## src/rtl/add_sub_serial.sv

```systemverilog
// rtl/add_sub_serial.sv - multi-cycle N-bit adder/subtractor, D bits per clock, start/busy/done handshake.
// Optional ADD_SAT_EN: signed saturation of the N-bit result on overflow.
module add_sub_serial #(
    parameter int N = 16,
    parameter int D = 4
) (
    input  logic         clk,
    input  logic         rst_n,
    input  logic         start,
    input  logic         sub,
    input  logic [N-1:0] a,
    input  logic [N-1:0] b,
    output logic         busy,
    output logic         done,
    output logic [N:0]   out,
    output logic         c_out,
    output logic         ovf
);
    localparam int S  = (D >= 1) ? N / D : 1;
    localparam int CW = (S > 1) ? $clog2(S) : 1;
    localparam logic [N-1:0] SAT_MIN = N'(1) << (N - 1);
    localparam logic [N-1:0] SAT_MAX = ~SAT_MIN;

    generate
        if (D < 1 || D > N || (N % D) != 0) begin : g_bad_params
            $error("add_sub_serial: D must satisfy 1 <= D <= N and divide N");
        end
    endgenerate

    typedef enum logic [1:0] {IDLE, RUN, DONE} state_t;

    state_t        state_q, state_d;
    logic [CW-1:0] cnt_q, cnt_d;
    logic [N-1:0]  a_q, a_d, b_q, b_d, sum_q, sum_d;
    logic          carry_q, carry_d;
    logic          busy_q, busy_d, done_q, done_d;
    logic [N:0]    out_q, out_d;
    logic          c_out_q, c_out_d, ovf_q, ovf_d;

    logic [D:0]    slice;
    logic [N-1:0]  sum_next, sum_fin;
    logic          ovf_calc;

    // Operands shift right each slice, so the active slice is always the low D bits
    // and the operand sign bits sit at bit D-1 during the final slice.
    always_comb begin
        slice    = {1'b0, a_q[D-1:0]} + {1'b0, b_q[D-1:0]} + (D+1)'(carry_q);
        sum_next = (sum_q >> D) | (N'(slice[D-1:0]) << (N - D));
        ovf_calc = (a_q[D-1] == b_q[D-1]) && (sum_next[N-1] != a_q[D-1]);
        sum_fin  = sum_next;
`ifdef ADD_SAT_EN
        if (ovf_calc) begin
            sum_fin = a_q[D-1] ? SAT_MIN : SAT_MAX;
        end
`endif

        state_d = state_q;
        cnt_d   = cnt_q;
        a_d     = a_q;
        b_d     = b_q;
        sum_d   = sum_q;
        carry_d = carry_q;
        busy_d  = busy_q;
        done_d  = done_q;
        out_d   = out_q;
        c_out_d = c_out_q;
        ovf_d   = ovf_q;

        case (state_q)
            IDLE, DONE: begin
                done_d  = 1'b0;
                state_d = IDLE;
                if (start) begin
                    state_d = RUN;
                    busy_d  = 1'b1;
                    a_d     = a;
                    b_d     = b ^ {N{sub}};
                    carry_d = sub;
                    cnt_d   = '0;
                    sum_d   = '0;
                end
            end
            RUN: begin
                a_d     = a_q >> D;
                b_d     = b_q >> D;
                carry_d = slice[D];
                sum_d   = sum_next;
                cnt_d   = cnt_q + CW'(1);
                if (cnt_q == CW'(S - 1)) begin
                    state_d = DONE;
                    busy_d  = 1'b0;
                    done_d  = 1'b1;
                    out_d   = {slice[D], sum_fin};
                    c_out_d = slice[D];
                    ovf_d   = ovf_calc;
                end
            end
            default: begin
                state_d = IDLE;
                busy_d  = 1'b0;
                done_d  = 1'b0;
            end
        endcase
    end

    always_ff @(posedge clk or negedge rst_n) begin
        if (!rst_n) begin
            state_q <= IDLE;
            cnt_q   <= '0;
            a_q     <= '0;
            b_q     <= '0;
            sum_q   <= '0;
            carry_q <= 1'b0;
            busy_q  <= 1'b0;
            done_q  <= 1'b0;
            out_q   <= '0;
            c_out_q <= 1'b0;
            ovf_q   <= 1'b0;
        end else begin
            state_q <= state_d;
            cnt_q   <= cnt_d;
            a_q     <= a_d;
            b_q     <= b_d;
            sum_q   <= sum_d;
            carry_q <= carry_d;
            busy_q  <= busy_d;
            done_q  <= done_d;
            out_q   <= out_d;
            c_out_q <= c_out_d;
            ovf_q   <= ovf_d;
        end
    end

    assign busy  = busy_q;
    assign done  = done_q;
    assign out   = out_q;
    assign c_out = c_out_q;
    assign ovf   = ovf_q;
endmodule

```

## config.mk

```make
export PLATFORM = sky130hd
export DESIGN_NAME = add_sub_serial
export DESIGN_NICKNAME = d
export VERILOG_FILES = /design/src/rtl/add_sub_serial.sv
export SDC_FILE = /design/constraint.sdc
export NUM_CORES = 1
export LEC_CHECK = 0
export CORE_ASPECT_RATIO = 1.5
export CORE_MARGIN = 5
export CORE_UTILIZATION = 27
export DETAILED_ROUTE_END_ITERATION = 8
export SLEW_MARGIN = 10
export SYNTH_ARGS = -nofsm -noshare
export SYNTH_HDL_FRONTEND = slang
export SYNTH_SLANG_ARGS = --single-unit
```

## constraint.sdc

```tcl
create_clock -name clk -period 2.4 [get_ports clk]
set_input_delay 0.48 -clock clk [delete_from_list [all_inputs] [get_ports clk]]
set_output_delay 0.48 -clock clk [all_outputs]
set_load 0.05 [all_outputs]
```

* Word level (Yosys, flattened, before mapping)
Cells that the tools add are included.
** Word-level totals
- Memories :: 0
- Latch bits :: 0
- Memory bits (writable) :: 0
- Register bits after elaboration :: 74
- ROM bits :: 0
- Input bits :: 36
** Cells by class
- Order comparisons :: 0
- Reduce and logical (&&, ||, !) cells :: 7
- Bitwise gates (word level) :: 2
- Shift-type cells :: 0
- Multiply operators :: 0
- Add/subtract/negate cells :: 3
- Div/mod/pow operators :: 0
- Multiplexer cells :: 18
- Equality and inequality tests :: 7
** Operators with widths (count)
- $pmux W16 S2 :: 3
- $mux W16 :: 3
- $or A12 B16 Y16 :: 1
- $xor A16 B16 Y16 :: 1
- $pmux W2 S2 :: 2
- $mux W1 :: 6
- $reduce_and A2 Y1 :: 3
- $add A4 B4 Y5 :: 1
- $add A5 B1 Y5 :: 1
- $eq A2 B2 Y1 const B :: 2
- $mux W2 :: 2
- $ne A2 B2 Y1 const B :: 2
- $pmux W1 S2 :: 2
- $add A2 B1 Y2 const B :: 1
- $eq A2 B1 Y1 const B :: 1
- $logic_not A2 Y1 :: 1
- $reduce_bool A2 Y1 :: 1
- $reduce_or A2 Y1 :: 1
- $eq A1 B1 Y1 :: 1
- $logic_and A1 B1 Y1 :: 1
- $ne A1 B1 Y1 :: 1

* Longest topological paths before layout
- Depth after elaboration :: 5
- Mapped depth :: 5
- Depth with buffers taken out :: 5

* Worst setup path after synthesis
Ideal clock, no wire load.
- Path kind :: reg-to-reg
- Start point :: reg a_q[0]
- End point :: reg carry_q
- Clock period less this slack :: 1.799 ns
- Data arrival time :: 1.661 ns
- Path slack :: 0.601 ns
- Cell stages (with the launch flop) :: 6
- Library setup time :: 0.138 ns
- Path through :: dfrtp_1 -> fa_1 -> fa_1 -> a21o_1 -> a21oi_1 -> o211ai_1
** Between the ends
- Longest elaborated chain between the ends :: 3
** Ends and longest elaborated chain
- start: declaration :: RTL line 34 : logic [N-1:0] a_q, a_d, b_q, b_d, sum_q, sum_d;
- start signal: assignment :: RTL line 110 : a_q <= '0;
- start signal: assignment :: RTL line 122 : a_q <= a_d;
- $add A4 B4 Y5 :: RTL line 47 : slice = {1'b0, a_q[D-1:0]} + {1'b0, b_q[D-1:0]} + (D+1)'(carry_q);
- $add A5 B1 Y5 :: RTL line 47
- $pmux W1 S2 :: RTL line 69 : case (state_q)
- end signal: assignment :: RTL line 125 : carry_q <= carry_d;
- end: declaration :: RTL line 35 : logic carry_q, carry_d;
No other way between the ends.
A chain may end at the register's enable or synchronous reset.

* Worst setup path in the final report
- Start point :: reg done_q (netlist: done)
- End point :: out done
** RTL lines
- start: declaration :: RTL line 36 : logic busy_q, busy_d, done_q, done_d;
- start signal: assignment :: RTL line 127 : done_q <= done_d;
- end: declaration :: RTL line 14 : output logic done,
No word-level cell between the ends.

==> implementation parameters <==
Parameter                              Value

Status
  Status    complete, no violations

Placed design
  Placed Cells incl. Taps    ~430
  Post-Place Cell Area    about 3700 um^2
  Post-placement worst setup slack    between 0.4 and 0.5 ns
  I/O Buffers    56
  HPWL Detailed    slightly below 5000 um
  Last weighted congestion value of the routability-driven placer    around 0.73

Global routing
  Overall routing resource usage    roughly 11%
  Pin count of the biggest net entering global routing    45
  Number of antenna violations at the first check in global routing    0
  Wire length of the first global-routing pass    approximately 11,000 um
  Global route total overflow    0
  Number of global-route vias before repair    ~2,200

Synth
  Post-synthesis instance area    2980 um^2
  Number of warnings reported in the yosys synthesis log    0
  Register bit total from synthesis    68
  Syn Nets    283
  Synth cell types    31
  Top cell type's share of synthesized area    approximately 57%
  Synth area leaders    dfrtp_1, a22o_1, mux2_2
  Proportion of synthesized flip-flops having asynchronous set or reset    between 90% and 100%
  Mean instance size in the synthesized netlist    about 12 um^2
  Leading area contributor after synthesis    dfrtp_1
  Number of standard cells after synthesis    241
  Share of the yosys chip area belonging to registers    57.1%
  Count of flip-flops with a built-in enable after synthesis    0
  Primary FF master, synth    dfrtp_1

Clock network
  Clock tree from TritonCTS    yes
  Count of clock tree sinks    68
  Post_cts resized    0
  Post-CTS setup buffer count    0
  TritonCTS buffer count    9
  CTS Hold Buffers Added    0
  Maximum level of the CTS H-tree    3
  CTS clock-pin slew for the worst setup and hold paths    about 0.05 ns
  Master cell of the clock root buffer    clkbuf_16
  CTS Buffer Depth    2
  Latest clock arrival within the worst-skew pair    about 0.33 ns

Worst setup path
  Buffer and inverter count on the worst path    1
  Req. time, crit path    about 1.9 ns
  Cell type group with the largest total delay on the critical path    buffers and inverters
  Crit start category    flop
  Largest fanout on the critical path    5
  Class of the most critical setup path    reg2out
  Slowest cell on crit path    clkdlybuf4s50_1
  Crit-path max cell delay    roughly 0.84 ns
  Ordered cell list for the critical path    clkdlybuf4s50_1
  Element type at the critical path end    output pin
  Data arrival, critical path    between 1.5 and 2 ns

Die
  Number of placement rows    47
  Top Ports    57
  Die width    about 96 um
  Effective utilization at floorplan    a little over a quarter
  Total core area    ~11,000 um^2
  Area of the die    approximately 13,000 um^2
  Vertical die dimension    between 100 and 150 um

Drt
  DRC violation count after routing    0
  Detail-routed via count per cell    4.67
  Via Count    2,099
  DR iter-0 viols    between 80 and 90
  Routed wire length    ~6800 um
  ANT nets after route    0
  Number of iterations in the first detailed-routing pass    4
  WL per Instance    15.2 um

Timing
  Slew at the pin with the worst max-slew slack    approximately 0.72 ns
  Final hold vios    0
  Worst slack on hold paths    0.168 ns
  Setup TNS    0 ns
  Final Cycle Share    a little under nine tenths
  Max Clk Rate    485 MHz
  Final worst slack    0.338 ns
  Number of setup violations in the final report    0
  Final worst path period need    around 2.1 ns
  Worst-case clock skew    a little over 0.005 ns
  Max-slew violations    0
  RSZ-0062 raised after global routing    no
  Max_slew headroom    a little over half

Pwr
  Total power density per cell area    about 1500 nW/um^2
  Power Total    around 6 mW
  Peak ir drop on the vdd network    about 0.00091 V
  Static Leak    about 1.8 nW

Final layout
  Final standard cell count with taps included and fillers excluded    approximately 450
  Summed area of non-filler cells in the final layout    slightly below 4000 um^2
  Number of diodes    0
  End-of-flow core utilization    a little over a third
  Layout cells sized above 1    between 10% and 20%
  Final net count    340
  Most common cell after layout, fill and taps aside    dfrtp_1
  Synthesis-to-layout area growth    32.8%
  Leading cell types in the layout, fill and taps excluded    dfrtp_1, clkdlybuf4s50_1, a22o_1, nand2_1, nand3_1

Flow run
  Maxcap violations    0

Worst hold path
  Type of the most critical hold path    in2async
-- registers in the layout (all words and copies together) (netlist names) --
signal / flops
carry_q: 1
cnt_q: 2
out: 17
done: 1
b_q: 16
busy: 1
state_q: 1
sum_q: 12
ovf: 1
a_q: 16
-- final cells by class --
type / count / area (um^2)
clock buffers: 13 / 250
well taps: 147 / 184
repair buffers: 65 / 636
fillers: 1130 / 6980
multi-input cells: 153 / 1150
flip-flops and latches: 68 / 1700
inverters: 1 / 3.75
clock inverters: 2 / 35.0
-- per-layer routing --
layer	wire, um	vias to the layer above	global-route usage [%]
met1	2820	1031	13.4
met5	0	-	0
met3	420	18	3.20
li1	-	987	-
met2	3380	63	17.8
met4	225	0	6.15
-- synthesized netlist by cell type (5+ instances only) --
master   count
dfrtp_1     68
mux2_2      14
nor2_1      14
a22oi_1     12
nand3_1     16
buf_4        6
o21ai_0      5
nand2_1     18
a22o_1      19
a221o_1     12
buf_2        8
xnor2_1     13
-- cell families (layout without fill, tap and decap cells) --
group           count (synthesis)  count (layout)  share of synthesized area, %
xor+xnor                       17              17                          5.00
flops                          68              68                          57.1
compound gates                 59              59                          16.4
simple gates                   57              57                          8.82
buf+inv                        20              81                          4.37
fa+ha+maj                       6               6                          3.02
mux                            14              14                          5.29
-- final timing paths --
path,startpoint,endpoint,slack [ns],cells past startpoint
setup / recovery,done,done,0.34,1
hold / removal,rst_n,out[7],0.17,1
setup reg to reg,a_q[0],carry_q,0.48,5
hold reg to reg,a_q[11],a_q[7],0.49,2
max in group asynchronous,rst_n,b_q[11],1.60,2
min in group clk,a_q[11],a_q[7],0.49,2
-- where the power goes --
part | leakage, nW | internal [mW] | switching [mW]
combinational | 0.758 | 1.09 | 1.51
sequential | 0.860 | 1.67 | 0.347
clock | 0.140 | 0.825 | 0.449
total | 1.76 | 3.58 | 2.31
Note: power is estimated with default switching activity, not from simulation.
==> patch 1, RTL diff (same settings) <==
`D`: 4 -> 2.
--- a/src/rtl/add_sub_serial.sv
+++ b/src/rtl/add_sub_serial.sv
@@ -2,7 +2,7 @@
 // Optional ADD_SAT_EN: signed saturation of the N-bit result on overflow.
 module add_sub_serial #(
     parameter int N = 16,
-    parameter int D = 4
+    parameter int D = 2
 ) (
     input  logic         clk,
     input  logic         rst_n,
Formal check against the unedited RTL: not equivalent (a bounded check fails within 10 cycles, from zero or initial values and one cycle with rst_n low).
==> patch 1 against the unedited design <==
Count of clock-buffer cells in the layout shrank 3; die area grew 2.3%; sequential power grew 4%; critical path type unchanged; register-to-register slack gained 0.13 ns; area after synthesis grew 2.5%; worst setup slack lost 0.065 ns; cell area grew 0.95%; wire length shrank 2.6%; total power shrank 1.3%; sequential cell count grew 3.
==> patch 1: results (changes against the unedited design) <==
Synthesis
  • Synth warn: 0 (unchanged)
  • Largest cells by area after synthesis: dfrtp_1 (58%), mux2_2 (5.9%), a22o_1 (5.4%)
  • FFs w/ async S/R, synth: 1.00 (unchanged)
  • Top cells by count, synth: dfrtp_1 (71), a22o_1 (19)
  • Distinct cell type count after synthesis: 26 (-16%)
  • Synth Net Count: 283 (unchanged)
  • Sequential fraction of the synthesis area: 0.582 (+0.0108)

Place
  • Dpl hpwl: 4.47 mm (-7.3%)
  • DP Worst Slack: 0.159 ns (-0.290 ns)
  • Port bufs: 56 (unchanged)
  • Gp weighted congestion: 0.739 (+1.7%)

Job
  • Max-Cap Viols: 0 (unchanged)

STA
  • Relative slew slack: 0.410 (-0.110)
  • Layout Skew: 0.00422 ns (-0.000934 ns)

Route
  • Max layer used: met4
  • Post-DR vias/cell: 4.59 (-1.7%)
  • Wire length on met2: 3.33 mm (-1.6%)
  • Final wirelength: 6.67 mm (-2.6%)
  • Antenna Nets Post-Route: 0 (unchanged)
  • DR iter-0 viols: 109 (+22%)
  • DRT Pass-1 Iters: 4 (unchanged)
  • M1 WL: 2.92 mm (+3.7%)
  • Met3 wire len: 235 um (-44%)

Worst hold path
  • Worst Hold Class: in2async

Global route
  • Total track usage: 0.106 (-0.00576)
  • Antenna violations before repair: 0 (unchanged)
  • First-pass GRT wire length: 11.4 mm (+0.80%)
  • Largest net degree at the start of global routing: 72 (+60%)
  • Vias in the first global route: 2271 (+2.4%)

Clock network
  • Post_cts resized: 0 (unchanged)
  • Num CTS Buffers: 9 (unchanged)
  • Clock Path Buffers: 2 (unchanged)
  • CTS clk-pin slew, worst paths: 0.06 ns
  • Worst-Skew Late Latency: 0.33 ns (about the same)
  • H-tree lvl count: 3 (unchanged)

Setup path
  • Crit path largest cell delay: 0.86 ns (+0.02 ns)
  • Register-to-register path setup slack: 0.61 ns (+0.13 ns)
  • Maximum fanout along the worst path: 5 (unchanged)
  • CP delay by family, top: buffers and inverters
  • Slowest CP cell: clkdlybuf4s50_1
  • End of the worst register-to-register path: ovf
  • Worst reg-to-reg path cell count: 6 (+1)
  • WP data arrival: 1.65 ns (+0.07 ns)
  • R2R Path Start: a_q[0]

Power and ir drop
  • P_leak: 1.76 nW (+0.16%)
  • Worst vdd ir: 460 uV (-49%)
  • Switching share of power: 0.384 (-0.00785)

Finish
  • Filler cell count: 1143 (+1.2%)
  • Max FFs per register: 17 (unchanged)
  • Layout cells sized above 1: 0.137 (+0.0113)
  • NumNets Final: 336 (-1.2%)
  • Antenna diodes: 0 (unchanged)

Status
  • Outcome: completed
patch 1: cell types whose count changed in the layout (fill, tap and decap cells not counted), moves of 3 or more:
cell	change
clkbuf_1	-3
inv_1	+4
a221o_1	+4
dfrtp_1	+3
patch 1: power groups by stage:
stage / sequential (mW) / clock [mW] / combinational, mW
3_5_place_dp: 2.11 / 0 / 2.42
4_1_cts: 2.09 / 1.36 / 2.43
3_3_place_gp: 2.09 / 0 / 2.35
2_1_floorplan: 2.53 / 0 / 1.35
6_report: 2.09 / 1.33 / 2.40
5_1_grt: 2.17 / 1.41 / 2.61
patch 1: final cells by class:
| type | count | share of cell area |
|---|---|---|
| clock buffers | 10 | 0.0598 |
| clock inverters | 5 | 0.0147 |
| inverters | 5 | 0.00470 |
| multi-input cells | 146 | 0.279 |
| flip-flops and latches | 71 | 0.445 |
| well taps | 147 | 0.0460 |
| repair buffers | 62 | 0.151 |
patch 1: cell families (layout without fill, tap and decap cells):
group / after synthesis / after routing / synth area share
compound gates: 54 / 54 / 0.151
xor+xnor: 17 / 17 / 0.0488
fa+ha+maj: 5 / 5 / 0.0254
buf+inv: 25 / 82 / 0.0528
flops: 71 / 71 / 0.582
mux: 16 / 16 / 0.0590
simple gates: 54 / 54 / 0.0815
patch 1: per-layer routing:
metal | global-route usage | vias to the layer above
met4 | 0.0680 | 0
li1 | - | 976
met3 | 0.0249 | 12
met1 | 0.125 | 1003
met2 | 0.174 | 58
met5 | 0 | -
patch 1: through the flow:
stage | cell area (um^2) | power, mW | hold slack, ns | cells
after global placement | 3700 | 4.44 | 0.471 | 431
after global routing | 4000 | 6.18 | 0.357 | 446
after detailed placement | 3700 | 4.53 | 0.483 | 431
final | 4000 | 5.81 | 0.265 | 446
after CTS | 4000 | 5.88 | 0.301 | 446
after floorplan | 3050 | 3.88 | 0.184 | 242
patch 1: worst max path at each step:
stage,slack [ns],cells after the start,start,end
6_report,0.27,1,done,done
5_1_grt,0.21,1,done,done
4_1_cts,0.25,1,done,done
3_5_place_dp,0.16,5,start,a_q[15]
3_3_place_gp,0.24,5,start,sum_q[14]
2_1_floorplan,0.73,6,a_q[0],ovf
==> patch 2, RTL diff (config.mk and constraints unchanged) <==
Without the edit above. Add an input register stage for `start`, `sub`, `a` and `b`, without a reset; this delays them by one clock. Comments in the files are not updated.
--- a/src/rtl/add_sub_serial.sv
+++ b/src/rtl/add_sub_serial.sv
@@ -20,6 +20,18 @@
     localparam int CW = (S > 1) ? $clog2(S) : 1;
     localparam logic [N-1:0] SAT_MIN = N'(1) << (N - 1);
     localparam logic [N-1:0] SAT_MAX = ~SAT_MIN;
+
+    logic start_q;
+    logic sub_q;
+    logic [N-1:0] a_r;
+    logic [N-1:0] b_r;
+
+    always_ff @(posedge clk) begin
+        start_q <= start;
+        sub_q   <= sub;
+        a_r     <= a;
+        b_r     <= b;
+    end
 
     generate
         if (D < 1 || D > N || (N % D) != 0) begin : g_bad_params
@@ -70,12 +82,12 @@
             IDLE, DONE: begin
                 done_d  = 1'b0;
                 state_d = IDLE;
-                if (start) begin
+                if (start_q) begin
                     state_d = RUN;
                     busy_d  = 1'b1;
-                    a_d     = a;
-                    b_d     = b ^ {N{sub}};
-                    carry_d = sub;
+                    a_d     = a_r;
+                    b_d     = b_r ^ {N{sub_q}};
+                    carry_d = sub_q;
                     cnt_d   = '0;
                     sum_d   = '0;
                 end
Function: changed (a bounded check fails within 4 cycles, from zero or initial values and one cycle with rst_n low).
==> patch 2 against the unedited design <==
Worst setup slack improved by 0.027 ns; wire length rose by 3.7%; area after synthesis rose by 23%; clock power rose by 11%; highest routed layer unchanged; sequential cell count rose by 34; sequential share of layout area rose by 8.2 points; cell area rose by 17%; total power rose by 11%.
==> patch 2: results (changes against the unedited design) <==
Global route
  • Met1 usage: 0.117 (-0.0168)
  • Vias in the first global route: 2334 (+5.3%)
  • Largest net degree at the start of global routing: 69 (+53%)
  • M3 GR Usage: 0.0284 (-0.00363)
  • Met2 usage: 0.150 (-0.0286)
  • Antenna violations before repair: 0 (unchanged)
  • First-pass GRT wire length: 12.0 mm (+6.1%)
  • Total track usage: 0.0924 (-0.0196)

Synthesis
  • Post-Syn Area per Cell: 13.3 um^2 (+7.2%)
  • FFs w/ async S/R, synth: 0.667 (-0.333)
  • Top cells by count, synth: dfrtp_1 (68), dfxtp_1 (34), a22o_1 (20), nand2_1 (20), nand3_1 (16)
  • Distinct cell type count after synthesis: 32 (+3.2%)
  • Count leader, synth: dfrtp_1
  • Synth Net Count: 318 (+12%)
  • Sequential fraction of the synthesis area: 0.651 (+0.0800)
  • Synth warn: 0 (unchanged)
  • Largest cells by area after synthesis: dfrtp_1 (46%), dfxtp_1 (19%), a22o_1 (4.8%)

Clock network
  • Worst-Skew Late Latency: 0.34 ns
  • Post_cts resized: 0 (unchanged)
  • Post-CTS setup buffers: 0 (unchanged)
  • H-tree lvl count: 3 (unchanged)
  • Num CTS Buffers: 9 (unchanged)
  • Root Driver: clkbuf_16
  • Clock Path Buffers: 2 (unchanged)
  • CTS clk-pin slew, worst paths: 0.06 ns

Power and ir drop
  • Worst vdd ir: 410 uV (-55%)
  • P_leak: 2.05 nW (+17%)

Setup path
  • WP data arrival: 1.55 ns (-0.03 ns)
  • R2R Path Start: a_q[0]
  • Worst reg-to-reg path cell count: 5 (unchanged)
  • Crit path largest cell delay: 0.84 ns (about the same)
  • End of the worst register-to-register path: carry_q
  • CP delay by family, top: buffers and inverters
  • Register-to-register path setup slack: 0.49 ns
  • Slowest CP cell: clkdlybuf4s50_1
  • Worst Setup EP: done
  • Worst Setup SP: done
  • Maximum fanout along the worst path: 5 (unchanged)

Finish
  • Max FFs per register: 17 (unchanged)
  • Post-Layout Cell Count: 497 (+11%)
  • Filler cell count: 1330 (+18%)
  • Antenna diodes: 0 (unchanged)
  • Layout cells sized above 1: 0.113 (-0.0124)
  • NumNets Final: 372 (+9.4%)

Route
  • DRT Pass-1 Iters: 4 (unchanged)
  • Wirelength per Cell: 14.3 um (-6.3%)
  • DR iter-0 viols: 111 (+25%)
  • Post-DR vias/cell: 4.60 (-1.7%)

Place
  • Dpl cells: 481 (+11%)
  • DP Worst Slack: 0.504 ns (+0.0549 ns)
  • Gp weighted congestion: 0.807 (+11%)
  • Port bufs: 56 (unchanged)
  • Dpl hpwl: 4.77 mm (-0.91%)

Status
  • Outcome: completed

STA
  • Setup WS post-layout: 0.365 ns (+0.0269 ns)
  • Relative slew slack: 0.467 (-0.0529)
  • Layout Skew: 0.00567 ns (+0.000515 ns)

Worst hold path
  • Worst Hold Class: in2async
## patch 2: cell type report
type / instances / area, um^2 / share of cell area
Clock buffer: 14 / 284 / 0.0611
Clock inverter: 2 / 13.8 / 0.00296
Inverter: 1 / 3.75 / 0.000807
Multi-Input combinational cell: 154 / 1150 / 0.248
Sequential cell: 102 / 2380 / 0.512
Tap cell: 162 / 203 / 0.0436
Timing Repair Buffer: 62 / 613 / 0.132
## patch 2: layer usage
| layer | routed length [um] | vias to the layer above |
|---|---|---|
| li1 | - | 1091 |
| met1 | 3130 | 1121 |
| met2 | 3500 | 60 |
| met3 | 348 | 13 |
| met4 | 115 | 0 |
| met5 | 0 | - |
## patch 2: cell families (layout without fill, tap and decap cells)
family	Yosys count	after routing	share of synthesized area
compound gates	58	58	0.132
xor+xnor	17	17	0.0407
fa+ha+maj	6	6	0.0246
buf+inv	20	79	0.0345
flops	102	102	0.651
mux	14	14	0.0431
simple gates	59	59	0.0738
## patch 2: metrics by stage
| step | cell area [um^2] | util |
|---|---|---|
| finish | 4650 | 0.347 |
| global route | 4650 | 0.347 |
| CTS | 4650 | 0.347 |
| detailed placement | 4350 | 0.325 |
| global placement | 4350 | 0.325 |
| floorplan | 3660 | - |
## patch 2: worst min-delay path by stage
stage | start | end | slack, ns | depth (start not counted)
2_1_floorplan | rst_n | a_q[0] | 0.18 | 0
3_3_place_gp | a_r[9] | a_q[9] | 0.43 | 2
3_5_place_dp | a_r[6] | a_q[6] | 0.44 | 2
4_1_cts | rst_n | out[0] | 0.16 | 2
5_1_grt | rst_n | busy | 0.18 | 2
6_report | rst_n | out[0] | 0.15 | 2
## patch 2: power by group
group          internal (mW)  switching [mW]
logic                   1.04            1.48
registers               2.25           0.345
clock network          0.817           0.592
total                   4.11            2.42
